### src/rtl/base_conv_pkg.sv
// Shared definitions for the packed-digit converters (binary <-> packed
// dozenal/decimal).
// Contents:
//   base_e      - encoding of the 2-bit base select
//   state_e     - decoder FSM states
//   NIBBLE_W    - width of one packed digit
//   base_limit  - number of legal digit values for a radix base
package base_conv_pkg;

  typedef enum logic [1:0] {
    BASE_2       = 2'b00,
    BASE_10      = 2'b01,
    BASE_12      = 2'b10,
    BASE_ILLEGAL = 2'b11
  } base_e;

  // S_PASS is a one-cycle settle state for base 2 and the illegal base.
  // It gives those words the same accept-to-result timing as one ACCUM step.
  typedef enum logic [1:0] {
    S_IDLE,
    S_PASS,
    S_ACCUM,
    S_DONE
  } state_e;

  localparam int unsigned NIBBLE_W = 4;

  // Only the radix bases reach this function in the datapath.
  // Everything that is not base 12 is treated as base 10.
  function automatic logic [3:0] base_limit(input base_e base);
    return (base == BASE_12) ? 4'd12 : 4'd10;
  endfunction

endpackage

### src/rtl/packed_digit_decoder_mac.sv
// base_mac_step: combinational multiply-accumulate step for one digit.
// Ports:
//   acc_i       - running binary accumulator
//   base_i      - radix (BASE_10 or BASE_12)
//   digit_i     - next digit, MSD first
//   acc_o       - acc_i*base + digit_i
//   digit_bad_o - digit_i is not a legal digit for base_i
module base_mac_step
  import base_conv_pkg::*;
#(
  parameter int DATA_WIDTH = 64
) (
  input  logic [DATA_WIDTH-1:0] acc_i,
  input  base_e                 base_i,
  input  logic [3:0]            digit_i,
  output logic [DATA_WIDTH-1:0] acc_o,
  output logic                  digit_bad_o
);

  logic [DATA_WIDTH-1:0] accX8;
  logic [DATA_WIDTH-1:0] accLow;

  // Multiply by 10 or 12 using shifts and adds only: x10 = x8 + x2, x12 = x8 + x4.
  // The caller guarantees the result fits in DATA_WIDTH bits.
  always_comb begin
    accX8       = acc_i << 3;
    accLow      = (base_i == BASE_12) ? (acc_i << 2) : (acc_i << 1);
    acc_o       = accX8 + accLow + {{(DATA_WIDTH-4){1'b0}}, digit_i};
    digit_bad_o = (digit_i >= base_limit(base_i));
  end

endmodule

### src/rtl/packed_digit_decoder.sv
// packed_digit_decoder: converts a word of packed base-10/base-12 digits
// (one per nibble, nibble 0 = LSD) into plain binary. Latency is fixed.
// Ports:
//   clk, rst_n              - clock, synchronous active-low reset
//   in_valid/in_ready       - input handshake
//   in_digits, in_base      - packed digit word and base select
//   out_valid/out_ready     - output handshake, result held until taken
//   out_data                - binary result
//   out_err_digit           - some nibble was >= base (sticky per word)
//   out_err_base            - base select was illegal
//   out_bad_pos             - most-significant offending nibble position
//   busy                    - accumulation in progress
module packed_digit_decoder
  import base_conv_pkg::*;
#(
  parameter  int DATA_WIDTH = 64,
  localparam int NIBBLES    = DATA_WIDTH / 4,
  localparam int POS_W      = $clog2(NIBBLES)
) (
  input  logic                  clk,
  input  logic                  rst_n,
  input  logic                  in_valid,
  output logic                  in_ready,
  input  logic [DATA_WIDTH-1:0] in_digits,
  input  logic [1:0]            in_base,
  output logic                  out_valid,
  input  logic                  out_ready,
  output logic [DATA_WIDTH-1:0] out_data,
  output logic                  out_err_digit,
  output logic                  out_err_base,
  output logic [POS_W-1:0]      out_bad_pos,
  output logic                  busy
);

  localparam logic [POS_W-1:0] LAST_CNT = POS_W'(NIBBLES - 1);

  state_e                state_q, state_d;
  base_e                 base_q;
  base_e                 inBase;
  logic [DATA_WIDTH-1:0] shreg_q;
  logic [DATA_WIDTH-1:0] acc_q;
  logic [POS_W-1:0]      cnt_q;
  logic                  errDigit_q;
  logic                  errBase_q;
  logic [POS_W-1:0]      badPos_q;
  logic [DATA_WIDTH-1:0] macNext;
  logic                  digitBad;
  logic                  accept;

  assign inBase = base_e'(in_base);
  assign accept = (state_q == S_IDLE) && in_valid;

  base_mac_step #(
    .DATA_WIDTH (DATA_WIDTH)
  ) u_mac (
    .acc_i       (acc_q),
    .base_i      (base_q),
    .digit_i     (shreg_q[DATA_WIDTH-1 -: NIBBLE_W]),
    .acc_o       (macNext),
    .digit_bad_o (digitBad)
  );

  always_ff @(posedge clk) begin
    if (!rst_n) begin
      state_q <= S_IDLE;
    end else begin
      state_q <= state_d;
    end
  end

  always_comb begin
    state_d = state_q;
    case (state_q)
      S_IDLE: begin
        if (in_valid) begin
          state_d = (inBase == BASE_10 || inBase == BASE_12) ? S_ACCUM : S_PASS;
        end
      end
      S_PASS:  state_d = S_DONE;
      S_ACCUM: begin
        if (cnt_q == LAST_CNT) begin
          state_d = S_DONE;
        end
      end
      S_DONE: begin
        if (out_ready) begin
          state_d = S_IDLE;
        end
      end
      default: state_d = S_IDLE;
    endcase
  end

  always_comb begin
    in_ready  = (state_q == S_IDLE);
    busy      = (state_q == S_ACCUM);
    out_valid = (state_q == S_DONE);
  end

  // The accumulator register doubles as the result register.
  // Base 2 loads it with the word directly and the illegal base loads zero.
  // Only the first bad digit records its position; later ones only keep the
  // sticky flag set.
  always_ff @(posedge clk) begin
    if (!rst_n) begin
      base_q     <= BASE_10;
      shreg_q    <= '0;
      acc_q      <= '0;
      cnt_q      <= '0;
      errDigit_q <= 1'b0;
      errBase_q  <= 1'b0;
      badPos_q   <= '0;
    end else if (accept) begin
      base_q     <= inBase;
      shreg_q    <= in_digits;
      acc_q      <= (inBase == BASE_2) ? in_digits : '0;
      cnt_q      <= '0;
      errDigit_q <= 1'b0;
      errBase_q  <= (inBase == BASE_ILLEGAL);
      badPos_q   <= '0;
    end else if (state_q == S_ACCUM) begin
      acc_q   <= macNext;
      shreg_q <= shreg_q << NIBBLE_W;
      cnt_q   <= cnt_q + 1'b1;
      if (digitBad) begin
        errDigit_q <= 1'b1;
        if (!errDigit_q) begin
          badPos_q <= LAST_CNT - cnt_q;
        end
      end
    end
  end

  assign out_data      = acc_q;
  assign out_err_digit = errDigit_q;
  assign out_err_base  = errBase_q;
  assign out_bad_pos   = badPos_q;

endmodule

### config.mk
export PLATFORM = sky130hd
export DESIGN_NAME = packed_digit_decoder
export DESIGN_NICKNAME = d
export VERILOG_FILES = /design/src/rtl/base_conv_pkg.sv /design/src/rtl/packed_digit_decoder_mac.sv /design/src/rtl/packed_digit_decoder.sv
export SDC_FILE = /design/constraint.sdc
export NUM_CORES = 1
export LEC_CHECK = 0
export ABC_AREA = 1
export CAP_MARGIN = 0
export CORE_UTILIZATION = 70
export DETAILED_ROUTE_END_ITERATION = 16
export DONT_BUFFER_PORTS = 1
export PLACE_DENSITY = 0.95
export SYNTH_ARGS = -nofsm -noshare
export SYNTH_HDL_FRONTEND = slang
export SYNTH_SLANG_ARGS = --single-unit
export TNS_END_PERCENT = 100
### constraint.sdc
create_clock -name clk -period 6.9 [get_ports clk]
set_input_delay 1.035 -clock clk [delete_from_list [all_inputs] [get_ports clk]]
set_output_delay 1.035 -clock clk [all_outputs]
set_load 0.005 [all_outputs]
* Yosys cells after proc, flatten, opt, wreduce, memory -nomap -nowiden
Index checks and enable logic that the tools add are counted.
Word-level totals: bits in registers 142, input port bits 70, output and inout bits 73, logic and storage cells 47
Operators by class: $add $sub $neg 4, $lt $le $gt $ge 1, eq/ne operators 11, mux-type cells 12, bitwise logic cells 2, reduce and logical (&&, ||, !) cells 9
Operators by type and width (number):
- 64-bit two-way mux | 6
- 64-bit by 4-bit adder with 64-bit output | 1
- 64-bit adder | 1
- 2-bit == test (second input constant) | 5
- 2-bit two-way mux | 4
- 2-bit case mux with 4 select lines | 1
- 3-bit AND reduction | 2
- 4-bit by 1-bit adder with 4-bit output (second input constant) | 1
- 2-bit by 1-bit == test with 1-bit output (second input constant) | 2
- 4-bit == test (second input constant) | 1
- 4-bit greater-or-equal comparator | 1
- 2-bit zero test | 2
- 2-bit by 1-bit != test with 1-bit output (second input constant) | 2
- 4-bit subtractor (first input constant) | 1
- 3-bit two-way mux | 1
- 2-bit != test (second input constant) | 1
- 1-bit NOT | 2
- 2-bit AND reduction | 1
- 2-bit nonzero test | 1
- 2-bit OR reduction | 1
- 1-bit logical AND | 1
- 1-bit logical OR | 1

* Longest topological paths before layout
depth in word-level cells 6, gate-level depth with buffers 24, depth with buffers taken out 22

* By module
From an unflattened synthesis, not the netlist that was laid out.
Unflattened totals: cells, all modules 2315, area, all modules 13635.6 um2
By module, submodules not included:
- base_mac_step | instances 1, cells each 1494, area an instance 7393.3 um2, seq. area each 0.0 um2
- packed_digit_decoder | instances 1, cells each 821, area an instance 6242.2 um2, seq. area each 2842.7 um2

* Least setup slack after synthesis
No wires, ideal clock.
kind reg2reg, from register base_q[1], to register acc_q[26], in the netlist out_data[26], setup time 0.119 ns, arrival time 3.052 ns, data required time 6.781 ns, setup slack 3.729 ns, stages on the path, launching flop included 19, buffers on the path 2, clock period less this slack 3.171 ns, path through dfxtp_1 -> inv_1 -> nor2_2 -> inv_1 -> clkbuf_1 -> clkbuf_1 -> o21ai_0 -> fa_1 -> inv_1 -> fa_1 -> nand3_1 -> nand3_2 -> nand2_1 -> nand2_2 -> nand3_1 -> nand3_2 -> or2_2 -> nand3_1 -> a21oi_1
Between the ends: cells in the longest elaborated chain, start to end 6
Ends and longest elaborated chain:
- start: declaration | RTL line packed_digit_decoder.sv:38 | base_e base_q;
- start signal: assignment | RTL line packed_digit_decoder.sv:114 | base_q <= inBase;
- 2-bit == test | RTL line packed_digit_decoder_mac.sv:27 | accLow = (base_i == BASE_12) ? (acc_i << 2) : (acc_i << 1);
- 64-bit two-way mux | RTL line packed_digit_decoder_mac.sv:27
- 64-bit adder | RTL line packed_digit_decoder_mac.sv:28 | acc_o = accX8 + accLow + {{(DATA_WIDTH-4){1'b0}}, digit_i};
- 64-bit by 4-bit adder with 64-bit output | RTL line packed_digit_decoder_mac.sv:28
- 64-bit two-way mux | RTL line packed_digit_decoder.sv:121 | end else if (state_q == S_ACCUM) begin
- 64-bit two-way mux | RTL line packed_digit_decoder.sv:113 | end else if (accept) begin
- end signal: assignment | RTL line packed_digit_decoder.sv:116 | acc_q <= (inBase == BASE_2) ? in_digits : '0;
- end signal: assignment | RTL line packed_digit_decoder.sv:122 | acc_q <= macNext;
- end: declaration | RTL line packed_digit_decoder.sv:41 | logic [DATA_WIDTH-1:0] acc_q;
Every way passes these cells. The select of a mux whose other input is x is not followed. A chain may end at the register's enable or synchronous reset.

* Final worst setup path
from register base_q[1], to register acc_q[40], in the netlist out_data[40]
Same word-level chain as after synthesis.

==> metrics.txt <==
FF-to-FF Start base_q[1]; share of power burned in registers 0.237; Overflow after GRT 0; top_reg_cell synth dfxtp_1; EDFF count, synth 0; GRT Util Overall 0.466; Slowest-stage cell, CP inv_2; Critical Path Fanout Max 67; synthesized area 0.0133 mm^2; initial antenna violation count 0; Critical Path AT 4.34 ns; Synth Area per Inst 5.94 um^2; Int Pwr 3.11 mW; Worst slew margin 0.215; Final TNS setup 0 ns; Crit. End Element flip-flop; DRC 0; Max-cap violations 0; Worst Hold Class reg -> reg; Inst Count DP 2389; I/O Pins 143; initial DRC count 2003; Vias 15000; largest net degree at the start of global routing 127; fmax 252 MHz; max-slew violations 0; Hold Vio Cnt, Final 0; yosys warns 0; Horiz. Die Dim 140 um; clk buf depth 2; most frequent cell after synthesis nand2_1; diode count 0; layout cell share with drive strength beyond 1 0.0750; Worst-Skew Late Latency 0.44 ns; synth-to-layout area growth 4.44%; number of cells on the critical path 18; logic gate share of total power 0.625; Resized Gates After CTS 0; final WL 45.9 mm; DRT Pass-1 Iters 7; Worst Path Buf+Inv 3; layout filler cell count 1594; DIE HEIGHT 140 um; vias in the first global route 13500; status finished, final reports clean; register bit count reported by yosys 142; CP startpoint kind flip-flop; postcts setup bufs 0; RSZ-0062 raised after global routing false; register area share after synthesis 0.214; Distinct cells, synth 42; sw power 3.88 mW; dpl hpwl 33.7 mm; Layout Cells excl Fill 2421; Pleak 7.32 nW; Clock Root Buffer clkbuf_16; PortBufs 0; routed len/inst 19.0 um; Core ar. 0.0186 mm^2; beginning of the critical path base_q[1]; Synthesized Nets 2440; worst endpoint required time 7.27 ns; largest cells by area after synthesis nand2_1 23%, dfxtp_1 21%, ha_1 12%; CTS tree yes; critical-path cell list inv_1, nor2_4, inv_2, o21ai_0, fa_1, inv_1, fa_1, nand3_1, nand3_2, nand2_1, nand2_1, nand3_1, nand3_2, nand2_1, nand2_1, nand2_1, nand3_1, a21oi_1; Cells after Synth 2238; Final Setup Violations 0; most frequent cells after synthesis 822 x nand2_1, 292 x inv_1, 160 x o21ai_0, 142 x dfxtp_1, 132 x a21oi_1; Hold Path Cell Cnt 2; maximum VDD drop 0.000614 V; first-pass GRT wire length 71.7 mm; most used cell, CP nand2_1; remaining antenna violation count after routing 0; Reg2Reg Depth 18; RD Place Congestion 1.06; critical path class reg -> reg; Final period util 0.576; Clk pwr share 0.138; Worst Hold Launch shreg_q[3]; row cnt 50; nets@finish 2376; Largest stage delay, worst path 0.84 ns; Post-synth ARST share 0; pwr dens 503 mW/mm^2; cell taking the most area after synthesis nand2_1; Worst Tran Pin Value 1.18 ns; post-layout worst setup margin 2.93 ns; Hold Slack 0.468 ns; hold buffer count at cts 0; switching share of power 0.555; crit-path leading delay family simple AND/OR/NAND/NOR gates; Clock Skews 0.0106 ns; CTS Buf Count 17; Die Area 0.0195 mm^2; Clock transition at path regs 0.07 ns; drt via density 6.19; clock sinks 142; starting density of the core 0.713; H-Tree Depth 4; Synth top area share 0.232; dpl ws 3.08 ns; Period minus WS final 3.97 ns
==> per-layer routing <==
layer	global-route usage	routed length, um	vias up
met5	0	0	-
met4	0.190	1820	0
met3	0.0833	5760	142
met2	0.707	19300	1017
met1	0.650	19000	6724
li1	-	-	7101
==> power groups by stage <==
stage | registers (mW) | logic (mW) | clock network [mW]
floorplan | 1.47 | 3.16 | 0
global placement | 1.62 | 4.03 | 0
detailed placement | 1.63 | 4.15 | 0
CTS | 1.62 | 4.22 | 0.950
global route | 1.68 | 4.77 | 0.983
finish | 1.65 | 4.36 | 0.966
==> worst reg2reg max path, cell delays in order, from the launching register on <==
cell and delay [ns]:
dfxtp_1 0.31, inv_1 0.11, nor2_4 0.05, inv_2 0.84
o21ai_0 0.25, fa_1 0.54, inv_1 0.07, fa_1 0.48
nand3_1 0.13, nand3_2 0.11, nand2_1 0.09, nand2_1 0.11
nand3_1 0.12, nand3_2 0.20, nand2_1 0.15, nand2_1 0.06
nand2_1 0.05, nand3_1 0.10, a21oi_1 0.16
==> layout make-up <==
| class | instances | area, um^2 | area share |
|---|---|---|---|
| clock buffers | 18 | 439 | 0.0316 |
| clock inverters | 14 | 148 | 0.0106 |
| multi-input cells | 1701 | 8960 | 0.646 |
| well taps | 234 | 293 | 0.0211 |
| flip-flops and latches | 142 | 2840 | 0.205 |
| repair buffers | 6 | 45.0 | 0.00324 |
| inverters | 306 | 1150 | 0.0831 |
==> cells in the final DEF, fill, tap and decap left out, drive strengths merged, types with 9 or more instances in the layout <==
cell / n
nand2: 861
inv: 309
o21ai: 161
dfxtp: 142
a21oi: 138
ha: 130
a31oi: 120
nor2: 114
nand3: 103
clkbuf: 18
nand4: 12
or2: 11
nor3: 11
nand3b: 9
clkinv: 9
==> flip-flops by register name, indices dropped and copies added (netlist names) <==
| name | cells |
|---|---|
| base_q | 2 |
| cnt_q | 4 |
| shreg_q | 64 |
| out_bad_pos | 4 |
| out_err_base | 1 |
| state_q | 2 |
| out_err_digit | 1 |
| out_data | 64 |
==> final timing paths <==
check                                     to  slack, ns
worst max register to register  out_data[40]       2.93
worst max-delay path            out_data[40]       2.93
worst min register to register    shreg_q[3]       0.47
worst min-delay path              shreg_q[3]       0.47
==> cells by family (layout without fill, tap and decap cells) <==
family / after synthesis / in the layout / synth area share
compound gates: 432 / 432 / 0.179
xor+xnor: 6 / 6 / 0.00395
fa+ha+maj: 132 / 132 / 0.125
buf+inv: 395 / 344 / 0.113
flops: 142 / 142 / 0.214
simple gates: 1131 / 1131 / 0.365
==> stage by stage <==
| step | util | total power, mW | area [um^2] |
|---|---|---|---|
| after floorplan | - | 4.64 | 13300 |
| after global placement | 0.713 | 5.64 | 13300 |
| after detailed placement | 0.713 | 5.78 | 13300 |
| after CTS | 0.745 | 6.79 | 13900 |
| after global routing | 0.745 | 7.43 | 13900 |
| final | 0.745 | 6.98 | 13900 |
Note: power is estimated with default switching activity, not from simulation.
